## src/rtl/lsc_i2cs_16_pkg.sv

```systemverilog
// Shared definitions for the lsc_i2cs_16 I2C target: FSM state encoding,
// bus-level ACK/NACK constants and small state-class helpers.
package lsc_i2cs_16_pkg;

  typedef enum logic [3:0] {
    S_IDLE    = 4'd0,
    S_DEV     = 4'd1,
    S_ACK_DEV = 4'd2,
    S_OFS_HI  = 4'd3,
    S_ACK_HI  = 4'd4,
    S_OFS_LO  = 4'd5,
    S_ACK_LO  = 4'd6,
    S_WDAT    = 4'd7,
    S_ACK_WD  = 4'd8,
    S_RDAT    = 4'd9,
    S_MACK    = 4'd10,
    S_IGNORE  = 4'd11
  } state_t;

  // SDA levels as seen on the wire; NACK doubles as "released".
  localparam logic ACK  = 1'b0;
  localparam logic NACK = 1'b1;

  // States in which the target shifts in a byte from the master.
  function automatic logic is_rx_state(input state_t s);
    return (s == S_DEV) || (s == S_OFS_HI) || (s == S_OFS_LO) || (s == S_WDAT);
  endfunction

  // States in which the target owns the 9th-bit ACK slot.
  function automatic logic is_ack_state(input state_t s);
    return (s == S_ACK_DEV) || (s == S_ACK_HI) || (s == S_ACK_LO) || (s == S_ACK_WD);
  endfunction

endpackage

```

## src/rtl/lsc_i2cs_16_filt.sv

```systemverilog
// Bus input conditioner for the I2C target: 2-FF synchroniser and a
// stability filter on both SCL and SDA, followed by edge and START/STOP
// detection on the filtered levels.
// Ports:
//   clk, reset         system clock, asynchronous active-high reset
//   scl_in, sda_in     raw bus levels
//   sda_f              filtered SDA level
//   scl_rise/scl_fall  one-clk pulses on filtered SCL edges
//   start_det          one-clk pulse: SDA fell while SCL high
//   stop_det           one-clk pulse: SDA rose while SCL high
module lsc_i2cs_filt #(
  parameter int FILT_LEN = 3
) (
  input  logic clk,
  input  logic reset,
  input  logic scl_in,
  input  logic sda_in,
  output logic sda_f,
  output logic scl_rise,
  output logic scl_fall,
  output logic start_det,
  output logic stop_det
);

  localparam int CNT_W = (FILT_LEN < 2) ? 1 : $clog2(FILT_LEN);

  // bit 1 = SCL, bit 0 = SDA throughout
  logic [1:0]            line_p0;
  logic [1:0]            line_p1;
  logic [1:0]            filt_p2;
  logic [1:0]            prev_p3;
  logic [1:0][CNT_W-1:0] cnt_q;

  // stage p0/p1: synchroniser, idles at bus-released level
  always_ff @(posedge clk or posedge reset) begin
    if (reset) begin
      line_p0 <= 2'b11;
      line_p1 <= 2'b11;
    end else begin
      line_p0 <= {scl_in, sda_in};
      line_p1 <= line_p0;
    end
  end

  // stage p2: filtered level follows only after FILT_LEN consecutive
  // cycles of disagreement; any agreement restarts the count.
  always_ff @(posedge clk or posedge reset) begin
    if (reset) begin
      filt_p2 <= 2'b11;
      cnt_q   <= '0;
    end else begin
      for (int i = 0; i < 2; i++) begin
        if (line_p1[i] == filt_p2[i]) begin
          cnt_q[i] <= '0;
        end else if (cnt_q[i] == CNT_W'(FILT_LEN - 1)) begin
          filt_p2[i] <= line_p1[i];
          cnt_q[i]   <= '0;
        end else begin
          cnt_q[i] <= cnt_q[i] + 1'b1;
        end
      end
    end
  end

  // stage p3: previous filtered level for edge detection
  always_ff @(posedge clk or posedge reset) begin
    if (reset) begin
      prev_p3 <= 2'b11;
    end else begin
      prev_p3 <= filt_p2;
    end
  end

  assign sda_f     = filt_p2[0];
  assign scl_rise  =  filt_p2[1] & ~prev_p3[1];
  assign scl_fall  = ~filt_p2[1] &  prev_p3[1];
  // SCL must be high both before and after the SDA edge
  assign start_det = filt_p2[1] & prev_p3[1] &  prev_p3[0] & ~filt_p2[0];
  assign stop_det  = filt_p2[1] & prev_p3[1] & ~prev_p3[0] &  filt_p2[0];

endmodule

```

## src/rtl/lsc_i2cs_16.sv

```systemverilog
// I2C target with 7-bit device address, 16-bit register offset and 8-bit
// data, bridged to a simple synchronous register port. The offset
// auto-increments per data byte in both directions (16-bit wrap).
// Ports:
//   clk, reset           system clock (>= 16x SCL), async active-high reset
//   scl_in, sda_in       bus levels
//   sda_out              0 = pull SDA low, 1 = release
//   scl_out              tied 1 (no clock stretching)
//   reg_addr             register pointer for the current access
//   reg_wdata, reg_we    write data and one-clk write strobe
//   reg_re, reg_rdata    one-clk read strobe; data captured 1 clk later
//   busy                 START..STOP, any address
//   selected             address matched, until STOP/START
module lsc_i2cs_16
  import lsc_i2cs_16_pkg::*;
#(
  parameter logic [6:0] DEV_ADDR = 7'h24,
  parameter int         FILT_LEN = 3
) (
  input  logic        clk,
  input  logic        reset,
  input  logic        scl_in,
  input  logic        sda_in,
  output logic        sda_out,
  output logic        scl_out,
  output logic [15:0] reg_addr,
  output logic [7:0]  reg_wdata,
  output logic        reg_we,
  output logic        reg_re,
  input  logic [7:0]  reg_rdata,
  output logic        busy,
  output logic        selected
);

  logic       sda_f;
  logic       scl_rise;
  logic       scl_fall;
  logic       start_det;
  logic       stop_det;

  state_t     state_q;
  state_t     state_d;
  logic [3:0] bit_cnt;
  logic [6:0] rx_q;
  logic [7:0] rx_byte;
  logic [7:0] tx_q;
  logic [7:0] ofs_hi;
  logic       rw_q;
  logic       ack_drv;
  logic       byte_done;
  logic       addr_match;

  lsc_i2cs_filt #(.FILT_LEN(FILT_LEN)) u_filt (
    .clk       (clk),
    .reset     (reset),
    .scl_in    (scl_in),
    .sda_in    (sda_in),
    .sda_f     (sda_f),
    .scl_rise  (scl_rise),
    .scl_fall  (scl_fall),
    .start_det (start_det),
    .stop_det  (stop_det)
  );

  assign scl_out    = 1'b1;
  assign rx_byte    = {rx_q, sda_f};
  assign byte_done  = scl_rise && (bit_cnt == 4'd7);
  assign addr_match = (rx_byte[7:1] == DEV_ADDR);

  always_ff @(posedge clk or posedge reset) begin
    if (reset) begin
      state_q <= S_IDLE;
    end else begin
      state_q <= state_d;
    end
  end

  always_comb begin
    state_d = state_q;
    if (start_det) begin
      state_d = S_DEV;
    end else if (stop_det) begin
      state_d = S_IDLE;
    end else begin
      case (state_q)
        S_DEV:     if (byte_done) state_d = addr_match ? S_ACK_DEV : S_IGNORE;
        S_OFS_HI:  if (byte_done) state_d = S_ACK_HI;
        S_OFS_LO:  if (byte_done) state_d = S_ACK_LO;
        S_WDAT:    if (byte_done) state_d = S_ACK_WD;
        // ack_drv marks the second SCL fall of the slot, which ends it
        S_ACK_DEV: if (scl_fall && ack_drv) state_d = rw_q ? S_RDAT : S_OFS_HI;
        S_ACK_HI:  if (scl_fall && ack_drv) state_d = S_OFS_LO;
        S_ACK_LO:  if (scl_fall && ack_drv) state_d = S_WDAT;
        S_ACK_WD:  if (scl_fall && ack_drv) state_d = S_WDAT;
        S_RDAT:    if (scl_fall && (bit_cnt == 4'd8)) state_d = S_MACK;
        S_MACK:    if (scl_rise) state_d = (sda_f == ACK) ? S_RDAT : S_IGNORE;
        default:   state_d = state_q;
      endcase
    end
  end

  always_ff @(posedge clk or posedge reset) begin
    if (reset) begin
      sda_out   <= NACK;
      reg_addr  <= '0;
      reg_wdata <= '0;
      reg_we    <= 1'b0;
      reg_re    <= 1'b0;
      busy      <= 1'b0;
      selected  <= 1'b0;
      bit_cnt   <= '0;
      rx_q      <= '0;
      tx_q      <= '0;
      ofs_hi    <= '0;
      rw_q      <= 1'b0;
      ack_drv   <= 1'b0;
    end else begin
      reg_we <= 1'b0;
      reg_re <= 1'b0;
      // post-write increment lands the clk after the strobe
      if (reg_we) reg_addr <= reg_addr + 16'd1;
      if (reg_re) tx_q <= reg_rdata;

      if (start_det || stop_det) begin
        sda_out  <= NACK;
        busy     <= start_det;
        selected <= 1'b0;
        bit_cnt  <= '0;
        ack_drv  <= 1'b0;
      end else begin
        case (state_q)
          S_DEV, S_OFS_HI, S_OFS_LO, S_WDAT: begin
            if (scl_rise) begin
              rx_q    <= rx_byte[6:0];
              bit_cnt <= byte_done ? 4'd0 : bit_cnt + 4'd1;
            end
            if (byte_done) begin
              case (state_q)
                S_DEV: begin
                  if (addr_match) begin
                    selected <= 1'b1;
                    rw_q     <= rx_byte[0];
                    reg_re   <= rx_byte[0];
                  end
                end
                S_OFS_HI: ofs_hi   <= rx_byte;
                S_OFS_LO: reg_addr <= {ofs_hi, rx_byte};
                default: begin
                  reg_wdata <= rx_byte;
                  reg_we    <= 1'b1;
                end
              endcase
            end
          end
          S_ACK_DEV, S_ACK_HI, S_ACK_LO, S_ACK_WD: begin
            if (scl_fall) begin
              if (!ack_drv) begin
                sda_out <= ACK;
                ack_drv <= 1'b1;
              end else begin
                ack_drv <= 1'b0;
                if ((state_q == S_ACK_DEV) && rw_q) begin
                  // the slot-ending fall already carries read bit 7
                  sda_out <= tx_q[7];
                  tx_q    <= {tx_q[6:0], 1'b1};
                  bit_cnt <= 4'd1;
                end else begin
                  sda_out <= NACK;
                  bit_cnt <= '0;
                end
              end
            end
          end
          S_RDAT: begin
            if (scl_fall) begin
              if (bit_cnt == 4'd8) begin
                sda_out <= NACK;
                bit_cnt <= '0;
              end else begin
                sda_out <= tx_q[7];
                tx_q    <= {tx_q[6:0], 1'b1};
                bit_cnt <= bit_cnt + 4'd1;
              end
            end
          end
          S_MACK: begin
            if (scl_rise && (sda_f == ACK)) begin
              reg_addr <= reg_addr + 16'd1;
              reg_re   <= 1'b1;
            end
          end
          default: ;
        endcase
      end
    end
  end

endmodule

```

## config.mk

```make
export PLATFORM = sky130hd
export DESIGN_NAME = lsc_i2cs_16
export DESIGN_NICKNAME = d
export VERILOG_FILES = /design/src/rtl/lsc_i2cs_16_pkg.sv /design/src/rtl/lsc_i2cs_16_filt.sv /design/src/rtl/lsc_i2cs_16.sv
export SDC_FILE = /design/constraint.sdc
export NUM_CORES = 1
export LEC_CHECK = 0
export BUFFER_PORTS_ARGS = -buffer_cell sky130_fd_sc_hd__buf_4
export CORE_ASPECT_RATIO = 2
export CORE_MARGIN = 4
export CORE_UTILIZATION = 40
export DETAILED_ROUTE_END_ITERATION = 8
export PLACE_DENSITY_LB_ADDON = 0.12
export SLEW_MARGIN = 25
export SYNTH_ARGS = -nofsm -noshare
export SYNTH_HDL_FRONTEND = slang
export SYNTH_SLANG_ARGS = --single-unit
```

## constraint.sdc

```tcl
create_clock -name clk -period 3.8 [get_ports clk]
set_input_delay 0.76 -clock clk [delete_from_list [all_inputs] [get_ports clk]]
set_output_delay 0.76 -clock clk [all_outputs]
set_load 0.02 [all_outputs]
```

==> metrics.log <==
[metrics] cell type with the largest total area after synthesis: sky130_fd_sc_hd__dfrtp_1
[metrics] sequential share of power: between 40% and 50%
[metrics] share of synthesized flip-flops with an asynchronous set or reset: 100%
[metrics] setup repair after global routing missed its margin: no
[metrics] Switch Pwr: between 1 and 1.5 mW
[metrics] maximum fanout count along the critical path: 24
[metrics] Routability Congestion: just under 1
[metrics] Max clock buf depth: 2
[metrics] final-report setup violation count: 0
[metrics] worst hold path class: register to register
[metrics] worst clock skew: a little over 5 ps
[metrics] critical path start-end classification: register to register
[metrics] buffers inserted by post-CTS timing repair: 0
[metrics] largest net degree at the start of global routing: 39
[metrics] Worst Path Required: between 4000 and 5000 ps
[metrics] EDFF count, synth: 0
[metrics] global-route congestion overflow total: 0
[metrics] clock tree from TritonCTS: built
[metrics] number of antenna violations at the first check in global routing: 0
[metrics] IO Count: between 40 and 50
[metrics] max incr delay on CP: 780 ps
[metrics] clock latency on the worst-skew pair: 340 ps
[metrics] post-synthesis cell area: approximately 0.0043 sq mm
[metrics] Hold Vio Cnt, Final: 0
[metrics] flip-flop and latch count after synthesis: 74
[metrics] Slew headroom: 46.0%
[metrics] final setup TNS: 0 ps
[metrics] Overall Global Routing Usage: 19.7%
[metrics] vias in the first global route: ~3500
[metrics] master cell of the clock root buffer: sky130_fd_sc_hd__clkbuf_16
[metrics] cell with the most instances after synthesis: sky130_fd_sc_hd__dfrtp_1
[metrics] remaining antenna violation count: 0
[metrics] First DRT Iteration DRCs: roughly 130
[metrics] ratio of cells with drive above 1 in the final layout: roughly a quarter
[metrics] Pre-Repair DR Iteration Count: 4
[metrics] total internal power: just under 2 mW
[metrics] final wirelength: around 12000 um
[metrics] # H-tree levels: 3
[metrics] status: complete, no violations
[metrics] Reg clk slew, reported paths: around 60 ps
[metrics] DRC violations left: 0
[metrics] Max Slew Vio Count: 0
[metrics] nature of the critical path endpoint: register
[metrics] die extent in y: approximately 150 um
[metrics] Post-Syn Instances: approximately 430
[metrics] Comb pwr share: between 30% and 40%
[metrics] CP bufs+invs: 0
[metrics] part of the Yosys area used for sequential elements: around 43%
[metrics] post-synthesis to final-layout area growth: 16.0%
[metrics] final worst-path cycle share: between 60% and 70%
[metrics] Commonest cells post-synth: 65 x sky130_fd_sc_hd__dfrtp_1, 37 x sky130_fd_sc_hd__nand2_1, 22 x sky130_fd_sc_hd__o21ai_0, 20 x sky130_fd_sc_hd__nor2_1, 19 x sky130_fd_sc_hd__mux2_2
[metrics] number of buffers created by CTS: 9
[metrics] top flip-flop cell by instance count after synthesis: sky130_fd_sc_hd__dfrtp_1
[metrics] Placed Cells: 584
[metrics] power per unit of standard cell area: 668 mW/mm^2
[metrics] total number of yosys warnings: 0
[metrics] maximum VDD drop: roughly 0.0003 V
[metrics] Mapped Nets: 447
[metrics] count of inserted antenna diode cells: 0
[metrics] Total Power: ~3.3 mW
[metrics] detailed placer's ending HPWL: 8630 um
[metrics] share of power burned in the clock network: a little over a quarter
[metrics] number of buffers added on ports: 40
[metrics] cell type group with the largest total delay on the critical path: simple AND/OR/NAND/NOR gates
[metrics] WP data arrival: between 2000 and 3000 ps
[metrics] initial core utilization: 40.9%
[metrics] unique cell type count in the Yosys netlist: 74
[metrics] post-cts gate resize count: 0
[metrics] drt wl/cell: 19.3 um
[metrics] # nets final: 473
[metrics] Finished Layout Cells: 600
[metrics] transition at the pin with the smallest max-transition slack: 809 ps
[metrics] number of clock sinks: between 70 and 80
[metrics] Slowest cell on crit path: sky130_fd_sc_hd__dfrtp_1
[metrics] vias per inst: 5.85
[metrics] fin util: between 40 and 50%
[metrics] net switching fraction of the power: between 40% and 50%
[metrics] portion of synthesized cell area occupied by the leading cell type: roughly 38%
[metrics] category of the worst setup path launch point: register
[metrics] DR vias: ~3500
[metrics] global-route wire length before repair: approximately 19000 um
[metrics] die area: between 0.01 and 0.015 sq mm
[metrics] maximum clock frequency: about 430 MHz
[metrics] horizontal extent of the die: about 80 um
[metrics] Leak: around 2.1 nW
[metrics] final-layout fill cell count: between 1000 and 1500
[metrics] number of buffers inserted by hold repair at cts: 0
[metrics] number of violations of the max-capacitance limit: 0
[metrics] ordered list of cells on the worst path: nor2b_1 -> nand4_1 -> nand2_1 -> nor3b_1 -> a221o_1
[metrics] placement row count: 53
[metrics] largest cells by area after synthesis: sky130_fd_sc_hd__dfrtp_1 38%, sky130_fd_sc_hd__dfstp_2 5.5%, sky130_fd_sc_hd__mux2_2 5.0%, sky130_fd_sc_hd__nand2_1 3.2%, sky130_fd_sc_hd__mux2i_1 2.8%
[metrics] total core area: approximately 0.010 sq mm
[metrics] Period minus WS final: ~2300 ps
[metrics] mean instance size in the synthesized netlist: approximately 9.9 sq um
[cells by family (layout without fill, tap and decap cells)]
logic type                 count (synthesis)  after routing  synth area share [%]
and+or+nand+nor                          141            141                  18.1
AOI/OAI and AO/OA                        111            111                  18.0
DFF                                       74             74                  43.4
buffers and inverters                     40             71                  4.14
muxes                                     39             39                  10.6
xor gates and xnor gates                  23             23                  4.70
adders and majority gates                  3              3                 0.875
other                                      1              1                0.0875
[registers in the layout, indices dropped and copies added, names as in the netlist]
signal,flops
ack_drv,1
bit_cnt,4
busy,1
ofs_hi,8
reg_addr,16
reg_re,1
reg_wdata,8
reg_we,1
rw_q,1
rx_q,7
sda_out,1
selected,1
state_q,4
tx_q,8
u_filt.cnt_q,4
u_filt.filt_p2,2
u_filt.line_p0,2
u_filt.line_p1,2
u_filt.prev_p3,2
[layer usage]
layer	track usage (%)	vias up	wire, um
met5	0	-	0
met4	10.3	0	512
met3	2.91	32	358
met2	36.5	88	6580
met1	20.5	1738	4120
li1	-	1652	-
[per-stage QoR]
stage / instance area, sq um / setup slack (ps) / hold slack, ps
after floorplan: 4290 / 1170 / 345
after global placement: 4660 / 1540 / 346
after detailed placement: 4660 / 1480 / 347
after CTS: 4970 / 1470 / 356
after global routing: 4970 / 1230 / 360
final: 4970 / 1470 / 355
[layout make-up]
class / instances / area (sq um) / area share, %
flip-flops and latches: 74 / 1860 / 37.5
clock inverters: 7 / 85.1 / 1.71
repair buffers: 43 / 335 / 6.74
well taps: 137 / 171 / 3.45
clock buffers: 9 / 225 / 4.53
multi-input cells: 318 / 2250 / 45.2
inverters: 12 / 45.0 / 0.906
[path summary, 6_finish.rpt]
path,cells past startpoint,from,endpoint,slack [ps]
min,0,u_filt.line_p0[1],u_filt.line_p1[1],350
min reg2reg,0,u_filt.line_p0[1],u_filt.line_p1[1],350
max reg2reg,5,state_q[2],reg_addr[1],1470
max in group asynchronous,3,reset,u_filt.filt_p2[1],2460
max,5,state_q[2],reg_addr[1],1470
min in group asynchronous,2,reset,reg_re,580
[worst reg2reg max path, stage by stage, from the launching register on]
cell and delay [ps]:
sky130_fd_sc_hd__dfrtp_1 780, sky130_fd_sc_hd__nor2b_1 260, sky130_fd_sc_hd__nand4_1 550, sky130_fd_sc_hd__nand2_1 280
sky130_fd_sc_hd__nor3b_1 80, sky130_fd_sc_hd__a221o_1 270
[power by group through the flow]
stage               Clock (mW)  Sequential [mW]  Combinational [mW]
floorplan                    0             1.17               0.916
global placement             0             1.35                1.07
detailed placement           0             1.36                1.08
CTS                      0.917             1.34                1.09
global route             0.949             1.38                1.20
finish                   0.901             1.34                1.08
[cells in the final DEF (no fill, tap or decap), types with 10 or more instances in the layout]
cell type / Yosys / routed
sky130_fd_sc_hd__nand2_1: 37 / 37
sky130_fd_sc_hd__xnor2_1: 13 / 13
sky130_fd_sc_hd__a21oi_1: 18 / 18
sky130_fd_sc_hd__buf_4: 2 / 42
sky130_fd_sc_hd__nand4_1: 13 / 13
sky130_fd_sc_hd__dfrtp_1: 65 / 65
sky130_fd_sc_hd__mux2i_1: 12 / 12
sky130_fd_sc_hd__mux2_2: 19 / 19
sky130_fd_sc_hd__o21ai_0: 22 / 22
sky130_fd_sc_hd__nand3_1: 16 / 16
sky130_fd_sc_hd__xor2_1: 10 / 10
sky130_fd_sc_hd__inv_1: 11 / 10
sky130_fd_sc_hd__nor2_1: 20 / 20
Power figures use the tool's default switching activity.
